[src/rtl/async_queue_link_pkg.sv]
// Shared types for the AsyncQueue local-end link controller.
package async_queue_link_pkg;

   typedef enum logic [2:0] {
      ANNOUNCE,
      ACTIVE,
      FLUSH,
      DRAIN,
      QUIESCED
   } link_state_t;

   localparam int ERR_TIMEOUT = 0;
   localparam int ERR_COUNT   = 1;

endpackage

[src/rtl/async_queue_valid_sync.sv]
// Multi-flop synchronizer for the remote end's valid, cleared by the async reset.
module async_queue_valid_sync #(
   parameter int SYNC_STAGES = 3
) (
   input  logic clock,
   input  logic reset_n,
   input  logic d,
   output logic q
);

   logic [SYNC_STAGES-1:0] chain;

   always_ff @(posedge clock or negedge reset_n) begin
      if (!reset_n) begin
         chain <= '0;
      end else begin
         chain <= {chain[SYNC_STAGES-2:0], d};
      end
   end

   assign q = chain[SYNC_STAGES-1];

endmodule

[src/rtl/async_queue_link_ctrl.sv]
// Local-end link controller: valid handshake, enqueue gating, flush on remote loss,
// in-flight tracking and drain before quiesce.
//
//   state    | meaning
//   ---------+----------------------------------------------------------
//   ANNOUNCE | local_valid up, waiting for the remote end's valid
//   ACTIVE   | both ends valid, local enqueue permitted
//   FLUSH    | one cycle: remote lost, queue pointers reset, count cleared
//   DRAIN    | quiesce requested, waiting for in-flight beats to be acked
//   QUIESCED | drained, local_valid down until quiesce_req is released
module async_queue_link_ctrl
   import async_queue_link_pkg::*;
#(
   parameter int SYNC_STAGES = 3,
   parameter int CNT_W       = 4,
   parameter int TIMEOUT_CYC = 1024,
   parameter int TO_W        = 11
) (
   input  logic             clock,
   input  logic             reset_n,
   input  logic             remote_valid,
   input  logic             quiesce_req,
   input  logic             inflight_inc,
   input  logic             inflight_dec,
   output logic             local_valid,
   output logic             queue_enable,
   output logic             queue_flush,
   output logic             quiesced,
   output logic [1:0]       err,
   output logic [CNT_W-1:0] inflight
);

   localparam logic [CNT_W-1:0] CNT_MAX = '1;
   localparam logic [TO_W-1:0]  TO_LOAD = TO_W'(TIMEOUT_CYC);

   link_state_t      state;
   link_state_t      state_nxt;
   logic             rv_s;
   logic             timer_run;
   logic             timer_tc;
   logic [TO_W-1:0]  to_left;
   logic [CNT_W-1:0] cnt_nxt;
   logic             cnt_err;

   async_queue_valid_sync #(
      .SYNC_STAGES(SYNC_STAGES)
   ) u_valid_sync (
      .clock  (clock),
      .reset_n(reset_n),
      .d      (remote_valid),
      .q      (rv_s)
   );

   // Loss of the remote valid outranks everything else in ACTIVE and DRAIN.
   always_comb begin
      state_nxt = state;
      case (state)
         ANNOUNCE: if (rv_s) state_nxt = ACTIVE;
         ACTIVE: begin
            if (!rv_s)            state_nxt = FLUSH;
            else if (quiesce_req) state_nxt = DRAIN;
         end
         FLUSH: state_nxt = ANNOUNCE;
         DRAIN: begin
            if (!rv_s)                 state_nxt = FLUSH;
            else if (inflight == '0)   state_nxt = QUIESCED;
         end
         QUIESCED: if (!quiesce_req) state_nxt = ANNOUNCE;
         default: state_nxt = ANNOUNCE;
      endcase
   end

   always_comb begin
      cnt_nxt = inflight;
      cnt_err = 1'b0;
      if (inflight_inc && !queue_enable) begin
         cnt_err = 1'b1;
      end
      if (inflight_inc && !inflight_dec) begin
         if (inflight == CNT_MAX) cnt_err = 1'b1;
         else                     cnt_nxt = inflight + 1'b1;
      end else if (!inflight_inc && inflight_dec) begin
         if (inflight == '0) cnt_err = 1'b1;
         else                cnt_nxt = inflight - 1'b1;
      end
      if (state == FLUSH) begin
         cnt_nxt = '0;
      end
   end

   // Remaining-cycles timer; reloads on every state change, sticks at zero on expiry.
   assign timer_run = ((state == ANNOUNCE) || (state == DRAIN)) && (state_nxt == state);
   assign timer_tc  = timer_run && (to_left == TO_W'(1));

   always_ff @(posedge clock or negedge reset_n) begin
      if (!reset_n) begin
         to_left <= TO_LOAD;
      end else if (state_nxt != state) begin
         to_left <= TO_LOAD;
      end else if (timer_run && (to_left != '0)) begin
         to_left <= to_left - 1'b1;
      end
   end

   // Outputs are registered from the next state so they line up with the state register.
   always_ff @(posedge clock or negedge reset_n) begin
      if (!reset_n) begin
         state        <= ANNOUNCE;
         local_valid  <= 1'b0;
         queue_enable <= 1'b0;
         queue_flush  <= 1'b0;
         quiesced     <= 1'b0;
         err          <= '0;
         inflight     <= '0;
      end else begin
         state        <= state_nxt;
         local_valid  <= (state_nxt != QUIESCED);
         queue_enable <= (state_nxt == ACTIVE);
         queue_flush  <= (state_nxt == FLUSH);
         quiesced     <= (state_nxt == QUIESCED);
         inflight     <= cnt_nxt;
         if (timer_tc) err[ERR_TIMEOUT] <= 1'b1;
         if (cnt_err)  err[ERR_COUNT]   <= 1'b1;
      end
   end

endmodule
[config.mk]
export PLATFORM = sky130hd
export DESIGN_NAME = async_queue_link_ctrl
export DESIGN_NICKNAME = d
export VERILOG_FILES = /design/src/rtl/async_queue_link_pkg.sv /design/src/rtl/async_queue_valid_sync.sv /design/src/rtl/async_queue_link_ctrl.sv
export SDC_FILE = /design/constraint.sdc
export NUM_CORES = 1
export LEC_CHECK = 0
export BUFFER_PORTS_ARGS = -buffer_cell sky130_fd_sc_hd__buf_2
export CAP_MARGIN = 0
export CORE_MARGIN = 2
export CORE_UTILIZATION = 52
export CTS_CLUSTER_DIAMETER = 120
export DETAILED_ROUTE_END_ITERATION = 16
export PLACE_DENSITY = 0.77
export SYNTH_ARGS = -nofsm -noshare
export SYNTH_HDL_FRONTEND = slang
export SYNTH_SLANG_ARGS = --single-unit
[constraint.sdc]
create_clock -name clock -period 2 [get_ports clock]
set_clock_uncertainty 0.15 [all_clocks]
set_input_delay 0.4 -clock clock [delete_from_list [all_inputs] [get_ports clock]]
set_output_delay 0.4 -clock clock [all_outputs]
set_load 0.03 [all_outputs]
==> results.sh <==
export IMPL_r2r_slack_ps=-5
export IMPL_ys_top_cells_by_area="dfrtp_1 (44%), ha_1 (5.0%), a21oi_1 (4.7%)"
export IMPL_drtAntennaViolNets=0
export IMPL_vias=1241
export IMPL_cts_tree="done"
export IMPL_arrival_ps=2080
export IMPL_synth_ff_type="dfrtp_1"
export IMPL_dp_slack_ps=-320
export IMPL_die_height_um=57.6
export IMPL_max_stage_delay_ps=480
export IMPL_grt_pass1_wl_um=5260
export IMPL_avgRoutedWirePerCell_um=14.6
export IMPL_report_final_slew_viol_count=0
export IMPL_finalHoldViolCount=0
export IMPL_crit_family="simple AND/OR/NAND/NOR gates"
export IMPL_cts_max_path_buffers=2
export IMPL_synth_top_area_share_pct=43.5
export IMPL_port_buffer_count=15
export IMPL_antenna_cells=0
export IMPL_post_synth_instance_area_mm2=0.00150
export IMPL_setup_violations=1
export IMPL_multiInputGateArea_um2=813
export IMPL_nNetsFinal=189
export IMPL_cp_cell_sequence="ha_4 -> and3_4 -> or3_4 -> a211oi_2 -> mux2_4"
export IMPL_vias_per_cell=6.02
export IMPL_fin_ws_ps=-4.68
export IMPL_dieWidth_um=57.6
export IMPL_syn_inst=143
export IMPL_instances_no_fill=206
export IMPL_drive_gt1_share_pct=34.3
export IMPL_hold_path_class="in -> reg"
export IMPL_insertion_delay_ps=320
export IMPL_path_class="reg -> reg"
export IMPL_rsz0062_at_grt="true"
export IMPL_gp_congestion=0.850
export IMPL_syn2layout_area_growth_pct=21.5
export IMPL_fillers=203
export IMPL_place_area_mm2=0.00172
export IMPL_synth_nets=156
export IMPL_rr_worst_depth=5
export IMPL_grt_pass1_vias=1204
export IMPL_crit_fanout=4
export IMPL_leakagePower_nw=0.798
export IMPL_hold_depth=2
export IMPL_worstMarginPinSlew_ps=580
export IMPL_num_io_pins=16
export IMPL_ys_ff_latch=27
export IMPL_avgSynthCellArea_um2=10.5
export IMPL_grt_overflow=0
export IMPL_dr_first_iter_drc_count=38
export IMPL_cp_slowest_cell="dfrtp_2"
export IMPL_dieArea_mm2=0.00332
export IMPL_fin_crit_sh_pct=100
export IMPL_cts_sinks=27
export IMPL_holdPathEnd="queue_enable"
export IMPL_place_inst=196
export IMPL_synthArstFlopShare_pct=100
export IMPL_p_per_area_mw_per_mm2=1530
export IMPL_design_area_mm2=0.00182
export IMPL_crit_path_start_kind="flip-flop"
export IMPL_drc=0
export IMPL_yosysTopAreaCell="dfrtp_1"
export IMPL_antenna_found_initial=0
export IMPL_cp_num_buf_inv=0
export IMPL_finish_utilization_pct=66.5
export IMPL_yosysMostFrequentCell="dfrtp_1"
export IMPL_crit_path_start="inflight[1]"
export IMPL_min_period_ps=2000
export IMPL_path_clk_slew_ps=140
export IMPL_clock_fmax_ghz=0.499
export IMPL_drtPass1Iterations=4
export IMPL_core_region_area_mm2=0.00273
export IMPL_violations="negative setup slack"
export IMPL_ir_drop_mv=1.01
export IMPL_regArea_um2=679
export IMPL_grt_max_degree=28
export IMPL_r2r_end="inflight[3]"
export IMPL_slew_headroom_pct=61.3
export IMPL_yosys_warnings=0
export IMPL_hold_slack_ps=162
export IMPL_root_buffer="clkbuf_4"
export IMPL_rows=19
export IMPL_htree_levels=1
export IMPL_grtUsageTotal_pct=20.1
export IMPL_required_ps=2080
export IMPL_dp_hpwl_um=2160
export IMPL_min_delay_start="quiesce_req"
export IMPL_synth_cell_types=47
export IMPL_ys_seq_area_share_pct=45.3
export IMPL_r2r_start="inflight[1]"
export IMPL_wl_um=3000
export IMPL_outcome="complete, but fails checks"
export IMPL_initial_utilization_pct=54.7
export IMPL_synthTopCellsByCount="dfrtp_1 (26), a21oi_1 (14), inv_1 (11)"
export IMPL_critPathCaptureType="flip-flop"
export IMPL_cts_buffers_inserted=3
export IMPL_max_cap_violations=0
export IMPL_synth_edf_count=0
logic make-up after synthesis:
kind of cell / Yosys count / share of synthesized area, %
AO/OA/AOI/OAI: 40 / 18.2
XOR/XNOR: 2 / 1.67
adder cells (fa/ha/maj): 7 / 6.36
buffers and inverters: 15 / 4.43
flip-flops: 27 / 45.3
multiplexers: 2 / 1.42
AND/OR/NAND/NOR: 50 / 22.7
cells in the final DEF (no fill, tap or decap), types with 3 or more instances in the layout:
cell type / n
dfrtp_1: 24
buf_2: 16
a21oi_1: 14
buf_4: 13
inv_1: 9
o21ai_0: 8
nor2_1: 7
or3_1: 6
nand2_1: 5
o41ai_1: 4
nand3_1: 4
nand2b_1: 3
nor4_1: 3
ha_4: 3
ha_1: 3
clkbuf_4: 3
registers in the layout, indices dropped and copies added, names as in the netlist:
register            flops
state                   3
queue_flush             1
to_left                11
inflight                4
local_valid             1
u_valid_sync.chain      3
err                     2
quiesced                1
queue_enable            1
worst max-delay path by stage:
stage,endpoint,slack [ps],cells past startpoint
CTS,inflight[3],-5,5
global route,inflight[3],-50,5
floorplan,inflight[3],-160,8
detailed placement,inflight[3],-320,9
finish,inflight[3],-5,5
global placement,inflight[3],-270,9
layer usage:
metal,wire (um),GRT usage [%]
met2,1560,33.9
met3,96,2.01
met5,0,0
met1,1330,27.5
met4,14,6.31
layout make-up:
| type | count | area share [%] |
|---|---|---|
| inverter | 11 | 2.55 |
| sequential | 27 | 37.4 |
| clock buffer | 3 | 1.24 |
| multi-input combinational | 101 | 44.8 |
| tap | 31 | 2.13 |
| clock inverter | 1 | 0.413 |
| timing repair buffer | 32 | 11.5 |
where the power goes:
part / internal [mW] / switching (mW) / total, mW / leakage (nW)
Sequential: 0.726 / 0.229 / 0.954 / 0.339
Clock: 0.0765 / 0.162 / 0.238 / 0.0139
Combinational: 0.769 / 0.812 / 1.58 / 0.445
Total: 1.57 / 1.20 / 2.77 / 0.798
stage by stage:
stage	power [mW]	setup TNS [ps]
after floorplan	2.06	-165
final	2.77	-4.68
after CTS	2.70	-4.58
after global routing	3.03	-50.5
after detailed placement	2.44	-496
after global placement	2.36	-316
timing repair:
action,CTS,global route
pin swaps,0,5
resized for setup,0,5
buffers inserted,1,2
hold buffers,1,1
setup endpoints to repair,1,6
hold endpoints to repair,26,1
gates cloned,0,1
Power figures use the tool's default switching activity.
